$ cat src/rtl/subpel_search_ctrl_pkg.sv
// Shared definitions for the sub-pel SAD sequencer: candidate indices,
// per-candidate SAD width, compare priority order and FSM state encoding.
package subpel_search_ctrl_pkg;

    localparam int SAD_W    = 12;
    localparam int NUM_CAND = 5;

    localparam logic [2:0] CAND_RH = 3'd0;
    localparam logic [2:0] CAND_RQ = 3'd1;
    localparam logic [2:0] CAND_F  = 3'd2;
    localparam logic [2:0] CAND_LQ = 3'd3;
    localparam logic [2:0] CAND_LH = 3'd4;

    typedef logic [NUM_CAND-1:0][2:0] cand_order_t;

    // Element 0 is compared first; ties keep the earlier entry.
    localparam cand_order_t CMP_ORDER = {CAND_LH, CAND_RH, CAND_LQ, CAND_RQ, CAND_F};

    typedef enum logic [2:0] {
        ST_IDLE,
        ST_REQ,
        ST_WAIT,
        ST_ACC,
        ST_CMP,
        ST_DONE
    } state_t;

endpackage

$ cat src/rtl/subpel_search_ctrl_argmin.sv
// sad_argmin5: sequential argmin over five accumulators, one candidate per
// cycle in a caller-supplied order; strictly-smaller replaces the running best.
module sad_argmin5
    import subpel_search_ctrl_pkg::*;
#(
    parameter int ACC_W = 16
) (
    input  logic                             clk,
    input  logic                             rst,
    input  logic                             start,
    input  logic [NUM_CAND-1:0][ACC_W-1:0]   acc,
    input  cand_order_t                      order,
    output logic                             done,
    output logic [2:0]                       best_idx,
    output logic [ACC_W-1:0]                 best_val
);

    logic             running;
    logic [2:0]       step;
    logic [2:0]       run_idx;
    logic [ACC_W-1:0] run_val;

    logic [2:0]       cur_step;
    logic [2:0]       cur_k;
    logic [ACC_W-1:0] cur_val;
    logic             take;

    // The start cycle evaluates the first candidate, so the result of the
    // fifth candidate is available combinationally in the fifth cycle.
    always_comb begin
        cur_step = start ? '0 : step;
        cur_k    = '0;
        for (int unsigned i = 0; i < NUM_CAND; i++) begin
            if (cur_step == 3'(i)) cur_k = order[i];
        end
        cur_val = '0;
        for (int unsigned i = 0; i < NUM_CAND; i++) begin
            if (cur_k == 3'(i)) cur_val = acc[i];
        end
        take     = (cur_step == '0) || (cur_val < run_val);
        best_idx = take ? cur_k : run_idx;
        best_val = take ? cur_val : run_val;
        done     = (start || running) && (cur_step == 3'(NUM_CAND-1));
    end

    always_ff @(posedge clk) begin
        if (rst) begin
            running <= 1'b0;
            step    <= '0;
            run_idx <= '0;
            run_val <= '0;
        end else begin
            if (start) begin
                running <= 1'b1;
                step    <= 3'd1;
            end else if (running) begin
                if (step == 3'(NUM_CAND-1)) begin
                    running <= 1'b0;
                    step    <= '0;
                end else begin
                    step <= step + 3'd1;
                end
            end
            if (start || running) begin
                run_idx <= best_idx;
                run_val <= best_val;
            end
        end
    end

endmodule

$ cat src/rtl/subpel_search_ctrl.sv
// Row sequencer for the horizontal sub-pel SAD datapath: fetches row pairs,
// accumulates five candidate SADs over the block and picks the best one.
module subpel_search_ctrl
    import subpel_search_ctrl_pkg::*;
#(
    parameter int ADDR_W   = 8,
    parameter int MAX_ROWS = 8,
    parameter int ACC_W    = 16
) (
    input  logic              clk,
    input  logic              rst,
    input  logic              start,
    input  logic [3:0]        rows,
    input  logic [ADDR_W-1:0] base_addr,
    output logic              busy,
    output logic              rd_req,
    output logic [ADDR_W-1:0] rd_addr,
    input  logic              rd_valid,
    input  logic [63:0]       rd_filter,
    input  logic [63:0]       rd_ref,
    output logic [63:0]       sad_filter_pix,
    output logic [63:0]       sad_ref_pix,
    output logic              sad_input_ready,
    input  logic [60:0]       sad_in,
    output logic              done,
    output logic [2:0]        best_idx,
    output logic [ACC_W-1:0]  best_sad
);

    localparam int ROW_W = $clog2(MAX_ROWS + 1);

    state_t                         state, state_nx;
    logic [ADDR_W-1:0]              base_r;
    logic [ROW_W-1:0]               rows_r;
    logic [ROW_W-1:0]               row_r;
    logic [ROW_W-1:0]               rows_eff;
    logic [NUM_CAND-1:0][ACC_W-1:0] acc;
    logic                           last_row;
    logic                           cmp_start;
    logic                           arg_done;
    logic [2:0]                     arg_idx;
    logic [ACC_W-1:0]               arg_val;
    logic                           sad_in_unused;

    assign sad_in_unused = sad_in[60];

    always_comb begin
        if (rows == '0 || 32'(rows) > 32'(MAX_ROWS)) begin
            rows_eff = ROW_W'(MAX_ROWS);
        end else begin
            rows_eff = ROW_W'(rows);
        end
    end

    assign last_row = (row_r == rows_r - ROW_W'(1));

    always_comb begin
        state_nx        = state;
        busy            = (state != ST_IDLE);
        rd_req          = 1'b0;
        sad_input_ready = 1'b0;
        done            = 1'b0;
        rd_addr         = base_r + ADDR_W'(row_r);
        case (state)
            ST_IDLE: if (start) state_nx = ST_REQ;
            ST_REQ: begin
                rd_req   = 1'b1;
                state_nx = ST_WAIT;
            end
            ST_WAIT: if (rd_valid) state_nx = ST_ACC;
            ST_ACC: begin
                sad_input_ready = 1'b1;
                state_nx        = last_row ? ST_CMP : ST_REQ;
            end
            ST_CMP: if (arg_done) state_nx = ST_DONE;
            ST_DONE: begin
                done     = 1'b1;
                state_nx = ST_IDLE;
            end
            default: state_nx = ST_IDLE;
        endcase
    end

    always_ff @(posedge clk) begin
        if (rst) begin
            state          <= ST_IDLE;
            base_r         <= '0;
            rows_r         <= '0;
            row_r          <= '0;
            acc            <= '0;
            cmp_start      <= 1'b0;
            sad_filter_pix <= '0;
            sad_ref_pix    <= '0;
            best_idx       <= '0;
            best_sad       <= '0;
        end else begin
            state     <= state_nx;
            // Compare starts one cycle after the last ACC so it sees the final sums.
            cmp_start <= (state == ST_ACC) && last_row;
            case (state)
                ST_IDLE: begin
                    if (start) begin
                        rows_r <= rows_eff;
                        base_r <= base_addr;
                        row_r  <= '0;
                        acc    <= '0;
                    end
                end
                ST_WAIT: begin
                    if (rd_valid) begin
                        sad_filter_pix <= rd_filter;
                        sad_ref_pix    <= rd_ref;
                    end
                end
                ST_ACC: begin
                    for (int unsigned k = 0; k < NUM_CAND; k++) begin
                        acc[k] <= acc[k] + ACC_W'(sad_in[k*SAD_W +: SAD_W]);
                    end
                    row_r <= row_r + ROW_W'(1);
                end
                ST_CMP: begin
                    if (arg_done) begin
                        best_idx <= arg_idx;
                        best_sad <= arg_val;
                    end
                end
                default: ;
            endcase
        end
    end

    sad_argmin5 #(
        .ACC_W (ACC_W)
    ) u_argmin (
        .clk      (clk),
        .rst      (rst),
        .start    (cmp_start),
        .acc      (acc),
        .order    (CMP_ORDER),
        .done     (arg_done),
        .best_idx (arg_idx),
        .best_val (arg_val)
    );

endmodule

$ cat config.mk
export PLATFORM = sky130hd
export DESIGN_NAME = subpel_search_ctrl
export DESIGN_NICKNAME = d
export VERILOG_FILES = /design/src/rtl/subpel_search_ctrl_pkg.sv /design/src/rtl/subpel_search_ctrl_argmin.sv /design/src/rtl/subpel_search_ctrl.sv
export SDC_FILE = /design/constraint.sdc
export NUM_CORES = 1
export LEC_CHECK = 0
export ABC_CLOCK_PERIOD_IN_PS = 4800
export BUFFER_PORTS_ARGS = -buffer_cell sky130_fd_sc_hd__buf_2
export CAP_MARGIN = 20
export CORE_UTILIZATION = 58
export CTS_CLUSTER_DIAMETER = 150
export DETAILED_ROUTE_END_ITERATION = 10
export GPL_ROUTABILITY_DRIVEN = 0
export PLACE_DENSITY_LB_ADDON = 0.1
export REMOVE_ABC_BUFFERS = 1
export SLEW_MARGIN = 20
export SYNTH_ARGS = -nofsm -noshare
export SYNTH_HDL_FRONTEND = slang
export SYNTH_SLANG_ARGS = --single-unit
$ cat constraint.sdc
create_clock -name clk -period 4.8 [get_ports clk]
set_input_delay 0.48 -clock clk [delete_from_list [all_inputs] [get_ports clk]]
set_output_delay 0.48 -clock clk [all_outputs]
set_load 0.03 [all_outputs]
### Word level (Yosys, flattened, before mapping)

Index checks and enable logic that the tools add are counted.

* output and inout port bits: 159
* register bits: 270
* input bits: 205
* logic and storage cells: 98

* order comparisons: 2
* muxes and demuxes: 32
* equality and inequality tests: 18
* reductions and logical operators: 18
* add/subtract/negate cells: 9

Operator list (count)
* one-hot mux 80 bit (2 select lines): 1
* 2-to-1 mux 16 bit: 6
* adder 16 x 12 -> 16 bit: 5
* 2-to-1 mux 80 bit: 1
* 2-to-1 mux 3 bit: 8
* equality test 3 x 2 -> 1 bit, second input constant: 6
* < comparator 16 bit: 1
* equality test 3 bit, second input constant: 5
* one-hot mux 3 bit (5 select lines): 1
* equality test 3 x 1 -> 1 bit, second input constant: 3
* logical NOT 3 bit: 3
* adder 8 x 4 -> 8 bit: 1
* 2-to-1 mux 1 bit: 8
* 2-to-1 mux 2 bit: 4
* 2-to-1 mux 4 bit: 2
* one-hot mux 4 bit (2 select lines): 1
* AND reduction 2 bit: 4
* inequality test 2 bit, second input constant: 3
* adder 4 x 1 -> 4 bit, second input constant: 1
* equality test 4 bit: 1
* greater-than comparator 4 bit, second input constant: 1
* logical NOT 4 bit: 1
* nonzero test 2 bit: 2
* subtractor 4 x 1 -> 4 bit, second input constant: 1
* 6 further kinds: 9

### Longest topological paths before layout

Gate-level depths: netlist (run 1).

* depth in word-level cells: 16
* mapped depth: 18
* gate-level depth less buffers: 13

### Cells and area by module

Synthesis (run 1) repeated with hierarchy kept, for this count alone.

* cells, all modules: 1774
* area total of the unflattened synthesis: 14198.6 um^2

By module, submodules not included
* subpel_search_ctrl: cells an instance 1458, area an instance 11614.9 um^2, instances 1, sequential area each 4944.7 um^2
* sad_argmin5: cells an instance 316, area an instance 2583.7 um^2, instances 1, sequential area each 460.4 um^2

### Worst setup path after synthesis (run 1)

No wires, ideal clock.

* path kind: register to register
* from: reg u_argmin.step[2]
* to: reg u_argmin.run_val[10]
* data required time: 4.672 ns
* period minus slack after synthesis: 3.321 ns
* library setup time: 0.128 ns
* stages on the path, launching flop included: 19
* slack: 1.479 ns
* arrival: 3.193 ns
* buffers on the path: 5
* cell sequence: dfxtp_1 > buf_2 > buf_2 > nand2b_1 > clkbuf_1 > o21a_1 > o22ai_1 > nand2_1 > a22o_1 > ha_1 > nand3_1 > nor3_1 > nand2_1 > a31oi_1 > nor3_2 > buf_6 > buf_8 > mux2i_1 > nor2_1

* word-level cells in the longest chain between the ends: 16
* elaborated cells between the ends (all ways): 24
* classes of those cells: 1 x order compare; 8 x eq/ne; 12 x mux; 3 x reduce/logical

Ends and longest elaborated chain
* start, declared: line subpel_search_ctrl_argmin.sv:19 `logic [2:0] step;`
* start signal, assigned: line subpel_search_ctrl_argmin.sv:61 `step <= step + 3'd1;`
* 2-to-1 mux 3 bit (*): line subpel_search_ctrl_argmin.sv:31 `cur_step = start ? '0 : step;`
* logical NOT 3 bit: line subpel_search_ctrl_argmin.sv:34, subpel_search_ctrl_argmin.sv:40
* 2-to-1 mux 2 bit (4 in series): line subpel_search_ctrl_argmin.sv:34 `if (cur_step == 3'(i)) cur_k = order[i];`
* 2-to-1 mux 3 bit: line subpel_search_ctrl_argmin.sv:34
* logical NOT 3 bit: line subpel_search_ctrl_argmin.sv:38 `if (cur_k == 3'(i)) cur_val = acc[i];`
* 2-to-1 mux 16 bit (5 in series): line subpel_search_ctrl_argmin.sv:38
* < comparator 16 bit: line subpel_search_ctrl_argmin.sv:40 `take = (cur_step == '0) || (cur_val < run_val);`
* logical OR 1 bit: line subpel_search_ctrl_argmin.sv:40
* 2-to-1 mux 16 bit (*): line subpel_search_ctrl_argmin.sv:42 `best_val = take ? cur_val : run_val;`
* end signal, assigned: line subpel_search_ctrl_argmin.sv:66 `run_val <= best_val;`
* end, declared: line subpel_search_ctrl_argmin.sv:21 `logic [ACC_W-1:0] run_val;`

Every way passes the cells marked *; elsewhere a longest branch is shown, timed or not.
A chain may end at the register's enable or synchronous reset.

### Worst setup path in the final report (run 1)

* from: reg u_argmin.step[1]
* to: reg best_idx[1]

* word-level cells in the longest chain between the ends: 16
* elaborated cells between the ends (all ways): 26
* classes of those cells: 1 x order compare; 8 x eq/ne; 12 x mux; 5 x reduce/logical

Ends and longest elaborated chain
* 2-to-1 mux 3 bit (*): line subpel_search_ctrl_argmin.sv:31
* logical NOT 3 bit: line subpel_search_ctrl_argmin.sv:34, subpel_search_ctrl_argmin.sv:40
* 2-to-1 mux 2 bit (4 in series): line subpel_search_ctrl_argmin.sv:34
* 2-to-1 mux 3 bit: line subpel_search_ctrl_argmin.sv:34
* logical NOT 3 bit: line subpel_search_ctrl_argmin.sv:38
* 2-to-1 mux 16 bit (5 in series): line subpel_search_ctrl_argmin.sv:38
* < comparator 16 bit: line subpel_search_ctrl_argmin.sv:40
* logical OR 1 bit: line subpel_search_ctrl_argmin.sv:40
* 2-to-1 mux 3 bit: line subpel_search_ctrl_argmin.sv:41 `best_idx = take ? cur_k : run_idx;`
* end signal, assigned: line subpel_search_ctrl.sv:123 `best_idx <= arg_idx;`
* end, declared: line subpel_search_ctrl.sv:26 `output logic [2:0] best_idx,`

Marked as above.

==> metrics, run 1 <==
outcome complete, no violations; antenna violations before repair 1; Nets 2316; DRC 0; Clock Latency Late Sink 560 ps; Crit Path Class flop to flop; Slowest Stage Delay on Critical Path about 500 ps; Core Box Area 23500 µm²; Setup-failing EPs final 0; Finished Core Util between 70% and 80%; switching power between 1500 and 2000 µW; LEAKAGE 0.00750 µW; DRT Pass-1 Iters 5; main flop type after synthesis dfxtp_1; DIE HEIGHT 157 µm; Cell Rows 56; register area share after synthesis approximately 40%; Int Pwr 4230 µW; worst-case reg-to-reg path depth 15; switch share between 30% and 40%; Filler Cell Count 1934; r2r setup slk 680 ps; FF+latch count, synth 270; first-pass GRT wire length between 60000 and 70000 µm; WHS Path Cells 3; I/O Buffers roughly 360; clk root buf clkbuf_16; minimum clock period after layout roughly 4100 ps; Critical Path Source Type flop; Synth Cell Area between 10000 and 15000 µm²; layout cell share with drive strength beyond 1 around 23%; HPWL Detailed roughly 28000 µm; number of nets still failing antenna checks after routing 0; clock slew at reported path FFs approximately 60 ps; CTS sink cnt 270; CTS Hold Bufs 0; met2 Track Usage GR around half; largest net degree at the start of global routing 122; CTS tree done; gr ovfl total 0; die area approximately 25000 µm²; Via-to-Cell Ratio between 5 and 6; GRT Resource Usage Total between 30% and 40%; Max H-tree Level 1; Worst Hold Class primary input to flop; PD cells between 300 and 400 nW/µm²; clk_skew a little over 8 ps; Gate Count Post-Synth 1716; Seq pwr share 40.4%; met1 GRT Util about two fifths; Highest Clock Rate ~240 MHz; CP Max Fanout 22; PnR worst setup slack slightly below 700 ps; wire per inst about 17 µm; Yosys warning count 0; post-synthesis async set-or-reset flop share 0%; Clock Path Buffers 3; Clock power frac about two fifths; via count 13400; vias in the first global route roughly 12000; EDFF count, synth 0; RSZ-0062 raised after global routing no; CP required between 5000 and 6000 ps; # resized after CTS 0; Fin. Hold Viols 0; WP data arrival ~4600 ps; finished layout cell area between 15000 and 20000 µm²; Synth-to-Final Area Change 21.5%; met3 Usage GRT 5.54%; postcts setup bufs 0; drt initial violations around 950; Worst VDD drop 0.340 mV; headroom to the max-slew limit between 30 and 40%; final worst-path cycle share between 80% and 90%; hold slack between 100 and 150 ps; Ports between 300 and 400; Die X around 160 µm; max-slew violation count 0; Least-Margin Pin Slew roughly 1000 ps; DP Area 15800 µm²; CTS buffer count 29; Final Routed Wirelength a little under 40000 µm; slowest cell on the critical path nand2b_1; worst slack, placed slightly above 800 ps; crit-path cells buf_4 -> nand2b_1 -> o21ai_0 -> nand2_1 -> o21ai_0 -> o21ai_0 -> ha_1 -> nand2_1 -> nor3_1 -> nand2_1 -> a31oi_1 -> nor2_2 -> buf_4 -> nor2_1 -> o21ai_1; synth unique cells 70; CP Capture Type flop; initial core utilization roughly three fifths; Combinational Power Share 20.7%; most frequent cells in the layout nand2_1, buf_2, dfxtp_1, a21oi_1, nor2_1; GR peak layer met2; Max Cap Viol 0; Synth Area per Inst approximately 8 µm²
==> worst max-delay path, delay by kind of cell (launching register included) <==
family,cells,cell delay [ps]
AND/OR/NAND/NOR,7,1510
adder cells (fa/ha/maj),1,260
flip-flops,1,460
AO/OA/AOI/OAI,5,1210
buffers and inverters,2,550
==> cells in the mapped netlist (all sizes together) (17+ instances only) <==
library cell | instances | share of area, %
nand2 | 361 | 9.8
a21oi | 208 | 7.5
a211oi | 18 | 0.97
inv | 35 | 0.95
buf | 23 | 1.0
o211ai | 24 | 1.4
o21a | 28 | 1.5
ha | 83 | 7.5
clkbuf | 87 | 2.4
o21ai | 53 | 1.9
dfxtp | 270 | 39
nand3 | 49 | 1.8
a21o | 22 | 1.2
mux2i | 19 | 1.4
xor2 | 17 | 1.1
nor2 | 115 | 3.1
nor3 | 31 | 1.2
a22o | 45 | 2.8
xnor2 | 29 | 1.8
a22oi | 23 | 1.2
==> registers in the layout, summed over array words and instances (netlist names) <==
name	flops
sad_filter_pix	64
u_argmin.running	1
u_argmin.step	3
best_idx	3
row_r	4
u_argmin.run_val	16
cmp_start	1
u_argmin.run_idx	3
state	3
rows_r	4
sad_ref_pix	64
best_sad	16
base_r	8
acc	80
==> power by group through the flow <==
| stage | logic [µW] | registers [µW] | clock network [µW] |
|---|---|---|---|
| 5_1_grt | 1380 | 2500 | 2500 |
| 4_1_cts | 1260 | 2480 | 2410 |
| 6_report | 1270 | 2480 | 2380 |
| 2_1_floorplan | 654 | 2690 | 0 |
| 3_3_place_gp | 1230 | 2520 | 0 |
| 3_5_place_dp | 1260 | 2520 | 0 |
==> kinds of logic after synthesis <==
logic type | synth area share (%)
xor+xnor | 2.90
flops | 39.0
compound gates | 23.2
fa+ha+maj | 8.35
mux | 2.02
simple gates | 20.2
buf+inv | 4.37
==> through the flow <==
step	TNS, ps	power [µW]	instances
finish	0	6130	2365
global route	0	6380	2365
CTS	0	6150	2364
detailed placement	0	3780	2310
global placement	0	3750	2310
floorplan	-309210	3350	1606
==> layout make-up <==
| type | count | area (µm²) | area share (%) |
|---|---|---|---|
| multi-input combinational | 1300 | 7880 | 46.8 |
| sequential | 270 | 5410 | 32.1 |
| timing repair buffer | 385 | 2000 | 11.9 |
| clock buffer | 39 | 833 | 4.94 |
| tap | 319 | 399 | 2.37 |
| clock inverter | 15 | 196 | 1.17 |
| inverter | 36 | 135 | 0.802 |
| antenna | 1 | 2.50 | 0.0148 |
==> final timing paths <==
path | from | to
max | u_argmin.step[1] | best_idx[1]
min | rd_filter[50] | sad_filter_pix[50]
max reg2reg | u_argmin.step[1] | best_idx[1]
min reg2reg | sad_ref_pix[62] | sad_ref_pix[62]
==> layer usage <==
layer | vias up | wire length [µm]
li1 | 6660 | -
met1 | 6170 | 16700
met2 | 491 | 18600
met3 | 103 | 3020
met4 | 0 | 1250
met5 | - | 0
Power figures use the tool's default switching activity.
==> run 2: changes to the inputs <==
- ABC_AREA: default -> 1
- CORE_UTILIZATION: 58 -> 55
- SLEW_MARGIN: 20 -> default
==> run 2 against run 1 <==
  * Setup slack got worse by 120 ps
  * Area after synthesis fell by 1.1%
  * Sequential share of layout area is 0.29 points higher
  * Total power down 8.6%
  * Synthesized cell count grew 12%
  * Largest cell class unchanged
  * Register-to-register slack lost 120 ps
  * Critical endpoint is now u_argmin.run_val[9]
  * Hold slack better by 39 ps
  * Design area decreased by 0.90%
  * Critical path depth increased by 3
  * Combinational power fell by 27%
  * First-iteration DRC count up 22%
==> metrics, run 2 <==
outcome complete, no violations; hold endpoint sad_ref_pix[55]; Synth Area per Inst 7.15 µm²; commonest non-fill, non-tap cell in the layout buf_2; EDFF count, synth 0; number of nets still failing antenna checks after routing 0; DRC 0; WP data arrival around 4700 ps; postcts setup bufs 0; crit-path cells inv_2 -> nand2_2 -> nand2_2 -> nand2_1 -> inv_1 -> a221oi_1 -> o31ai_1 -> ha_1 -> a21oi_1 -> nor2_1 -> a211oi_1 -> o221a_2 -> nand2_2 -> nand2_2 -> nand2_1 -> nand3_1 -> nand2_1 -> inv_1; Clock Path Buffers 3; Least-Margin Pin Slew roughly 1100 ps; r2r setup slk ~560 ps; clock slew at reported path FFs around 60 ps; DRT Pass-1 Iters 8; Nets ~2500; max-slew violation count 0; Pwr Total about 5600 µW; Die X roughly 160 µm; register area share after synthesis between 30% and 40%; Worst VDD drop 0.346 mV; Synth-to-Final Area Change 21.8%; Gate Count Post-Synth between 1500 and 2000; Synth area leaders dfxtp_1, nor2_1, o21ai_0; slowest cell on the critical path o31ai_1; Clock Latency Late Sink 540 ps; buffers and inverters on the worst path 3; drt initial violations approximately 1200; most frequent cells in the layout buf_2, nor2_1, nand2_1, dfxtp_1, o21ai_0; minimum clock period after layout about 4200 ps; clk_skew roughly 13 ps; worst-case reg-to-reg path depth 18; min-delay src rd_ref[55]; Reg area approximately 5400 µm²; CTS buffer count 29; I/O Buffers about 360; CTS Hold Bufs 0; RSZ-0062 raised after global routing no; GRT Resource Usage Total 30.1%; reg-to-reg startpoint cmp_start; Synth area leader dfxtp_1; Fin. Hold Viols 0; PD cells around 340 nW/µm²; DIE HEIGHT roughly 160 µm; Slowest Stage Delay on Critical Path around 520 ps; CP required between 5000 and 6000 ps; Max H-tree Level 1; reg2reg end u_argmin.run_val[9]; main flop type after synthesis dfxtp_1; gr ovfl total 0; clk root buf clkbuf_16; Cell Rows 57; Crit Path Class flop to flop; Highest Clock Rate 236 MHz; wire per inst approximately 15 µm; layout cell share with drive strength beyond 1 around a fifth; post-synthesis async set-or-reset flop share 0%; Final Routed Wirelength 39500 µm; hold slack approximately 190 ps; vias in the first global route between 10000 and 15000; FF+latch count, synth between 200 and 300; final worst-path cycle share between 80% and 90%; Ports between 300 and 400; finished layout cell area roughly 17000 µm²; antenna violations before repair 2; Synth Cell Area about 14000 µm²; CP dominant cell by count nand2_2; CP Max Fanout 20; area of the multi-input gates about 7400 µm²; via count between 10000 and 15000; synth cell count leaders nor2_1, nand2_1, dfxtp_1; Filler Cell Count 2159; synth unique cells 46; Max Cap Viol 0; # resized after CTS 0; Top reg by flops acc; DP Area approximately 16000 µm²; CTS sink cnt 270; Critical Path Source Type flop; Setup-failing EPs final 0; Yosys warning count 0; max reg flops 80; Worst Hold Class primary input to flop; Synth top area share 39.4%; CP Capture Type flop; most common cell in the netlist nor2_1; biggest regs acc x80, sad_filter_pix x64, sad_ref_pix x64; WHS Path Cells 3; die area between 20000 and 30000 µm²; CTS tree done; largest net degree at the start of global routing roughly 130; Via-to-Cell Ratio 5.49; LEAKAGE roughly 0.0077 µW; Core Box Area between 20000 and 25000 µm²; family with the most delay on the worst path simple AND/OR/NAND/NOR gates; HPWL Detailed 28100 µm; first-pass GRT wire length approximately 64000 µm; headroom to the max-slew limit a little over a quarter; initial core utilization a little under three fifths
[run 2: how the worst max path moves through the flow]
stage	cells after the start	startpoint	slack [ps]	to
2_1_floorplan	6	state[1]	-230	sad_filter_pix[0]
3_3_place_gp	15	u_argmin.step[0]	790	best_sad[8]
3_5_place_dp	14	u_argmin.step[0]	700	u_argmin.run_val[14]
4_1_cts	18	cmp_start	660	u_argmin.run_val[11]
5_1_grt	14	u_argmin.step[0]	240	u_argmin.run_val[1]
6_report	18	cmp_start	560	u_argmin.run_val[9]
[run 2: kinds of logic after synthesis]
group / count (synthesis) / synth area share (%)
xor gates and xnor gates: 12 / 0.766
buffers and inverters: 246 / 6.88
DFF: 270 / 39.4
and+or+nand+nor: 773 / 23.0
AOI/OAI and AO/OA: 529 / 21.5
adders and majority gates: 89 / 8.45
[run 2: worst reg2reg max path, stage by stage, from the launching register on]
cell	delay [ps]
dfxtp_1	350
inv_2	150
nand2_2	110
nand2_2	250
nand2_1	140
inv_1	310
a221oi_1	220
o31ai_1	520
ha_1	340
a21oi_1	130
nor2_1	50
a211oi_1	200
o221a_2	290
nand2_2	330
nand2_2	430
nand2_1	140
nand3_1	100
nand2_1	70
inv_1	50
[run 2: cell type report]
type	count	share of cell area, %
diodes	2	0.0300
clock buffers	34	4.70
clock inverters	17	1.09
inverters	153	3.45
multi-input cells	1403	44.2
flip-flops and latches	270	32.4
well taps	324	2.43
repair buffers	377	11.7
[run 2: where the power goes]
group	internal (µW)	switching, µW	leakage [µW]
clock network	1330	937	0.000470
registers	2350	62.6	0.00219
logic	295	627	0.00508
[run 2: through the flow]
step,cells,setup slack (ps),TNS [ps],utilization (%)
floorplan,1826,-231,-29590,-
global placement,2525,788,0,64.3
detailed placement,2526,701,0,64.4
CTS,2577,664,0,68.3
global route,2580,235,0,68.5
finish,2580,564,0,68.5
[run 2: layer usage]
metal | global-route usage [%] | vias to the layer above | routed length (µm)
met5 | 0 | - | 0
met4 | 9.96 | 0 | 1330
met3 | 5.38 | 99 | 2940
met2 | 50.3 | 517 | 18200
met1 | 39.3 | 6438 | 17000
li1 | - | 7104 | -
==> run 3: changes to the inputs <==
- ABC_CLOCK_PERIOD_IN_PS: 4800 -> 5420
- RECOVER_POWER: default -> 100
- clock period: 4.8 -> 5.42 ns (I/O delays scaled with it)
==> run 3 against run 2 <==
  * The run now ends with capacitance limit, slew limit left
  * Maximum frequency fell by 7.6%
  * Sequential power fell by 11%
  * Non-clock buffer count fell by 3
  * Clock power barely moved
  * Via count fell by 0.88%
  * Combinational power fell by 14%
  * Critical endpoint is now acc[36]
  * Sequential share of layout area rose by 0.28 points
  * Largest cell class unchanged
==> metrics, run 3 (same netlist as run 2, synthesis figures left out) <==
outcome finished with violations; failing checks capacitance limit, slew limit; switching power approximately 1500 µW; gr ovfl total 0; I/O Buffers ~360; Slowest Stage Delay on Critical Path ~1700 ps; DIE HEIGHT between 150 and 200 µm; hold slack around 240 ps; number of nets still failing antenna checks after routing 0; Cell Rows 57; max reg flops 80; clk root buf clkbuf_16; Die X ~160 µm; vias in the first global route 12900; Highest Clock Rate ~220 MHz; drt initial violations 1074; CTS buffer count 30; Clock Path Buffers 3; CTS tree done; slowest cell on the critical path clkbuf_1; Int Pwr 3750 µW; die area approximately 26000 µm²; Final Routed Wirelength slightly below 40000 µm; # resized after CTS 0; CTS sink cnt between 200 and 300; switch share between 20% and 30%; via count roughly 14000; layout cell share with drive strength beyond 1 around an eighth; initial core utilization a little under three fifths; clk_skew 10.6 ps; Max H-tree Level 1; Max Cap Viol 6; antenna violations before repair 2; LEAKAGE approximately 0.0071 µW; Core Box Area around 24000 µm²; postcts setup bufs 0; commonest non-fill, non-tap cell in the layout nor2_1; CP required between 5000 and 6000 ps; wire per inst about 15 µm; max-slew violation count 435; Filler Cell Count between 2000 and 2500; most frequent cells in the layout nor2_1, nand2_1, dfxtp_1, o21ai_0, a21oi_1; CP Capture Type flop; Clock Latency Late Sink roughly 550 ps; Setup-failing EPs final 0; Critical Path Source Type flop; Worst VDD drop 0.240 mV; CTS Hold Bufs 0; largest net degree at the start of global routing between 100 and 150; biggest regs acc x80, sad_filter_pix x64, sad_ref_pix x64; GRT Resource Usage Total between 20 and 30%; minimum clock period after layout 4580 ps; Via-to-Cell Ratio between 5 and 6; Combinational Power Share between 10% and 20%; DRT Pass-1 Iters 5; worst slack, placed roughly 1300 ps; Reg area 5410 µm²; crit-path cells nor2_1 -> nand2_1 -> clkbuf_1 -> clkinv_1 -> clkbuf_1 -> o21ai_0 -> a21o_1 -> a21oi_1; WP data arrival 4820 ps; DRC 0; CP dominant cell by count clkbuf_1; Pwr Total 5200 µW; Finished Core Util 67.9%; Ports around 360; RSZ-0062 raised after global routing no; area of the multi-input gates 7370 µm²; Synth-to-Final Area Change 20.7%; Clock power frac between 40% and 50%; Top reg by flops acc; first-pass GRT wire length approximately 64000 µm; Nets 2526; final worst-path cycle share approximately 85%; HPWL Detailed between 20000 and 30000 µm; final setup TNS 0 ps; PD cells about 310 nW/µm²; Least-Margin Pin Slew between 4000 and 5000 ps; clock slew at reported path FFs about 60 ps; Crit Path Class flop to flop; Worst Hold Class primary input to flop; Seq pwr share between 40% and 50%; CP Max Fanout 53; headroom to the max-slew limit -180%; PnR worst setup slack approximately 840 ps; Fin. Hold Viols 0
-- run 3: power groups by stage --
| stage | clock, µW | sequential, µW | combinational, µW |
|---|---|---|---|
| after floorplan | 0 | 2300 | 394 |
| after global placement | 0 | 2170 | 791 |
| after detailed placement | 0 | 2180 | 805 |
| after CTS | 2300 | 2130 | 810 |
| after global routing | 2380 | 2150 | 873 |
| final | 2270 | 2140 | 791 |
-- run 3: cell type report --
class / instances / share of cell area (%)
clock buffers: 39 / 5.11
multi-input cells: 1403 / 44.5
clock inverters: 17 / 1.65
repair buffers: 374 / 10.1
flip-flops and latches: 270 / 32.6
inverters: 153 / 3.48
well taps: 324 / 2.45
diodes: 1 / 0.0151
-- run 3: per-stage QoR --
step	std cells	area (µm²)
floorplan	1826	13300
global placement	2524	15700
detailed placement	2524	15700
CTS	2580	16800
global route	2581	16600
finish	2581	16600
-- run 3: metal layers --
metal / global-route usage, % / wire (µm) / vias to the layer above
li1: - / - / 7092
met1: 37.9 / 16700 / 6358
met2: 50.3 / 18600 / 472
met3: 5.82 / 2810 / 110
met4: 11.9 / 1560 / 2
met5: 0 / 15 / -
-- run 3: path summary, 6_finish.rpt --
check	end	slack [ps]	cells after the start	start
setup / recovery	acc[36]	840	8	state[2]
hold / removal	base_r[0]	240	3	base_addr[0]
setup reg to reg	acc[36]	840	8	state[2]
hold reg to reg	sad_filter_pix[60]	480	2	sad_filter_pix[60]
-- run 3: critical path, delay by kind of cell (launching register included) --
kind,cells,cell delay (ps)
AO/OA/AOI/OAI,3,590
buffers and inverters,3,3010
flip-flops,1,400
AND/OR/NAND/NOR,2,220
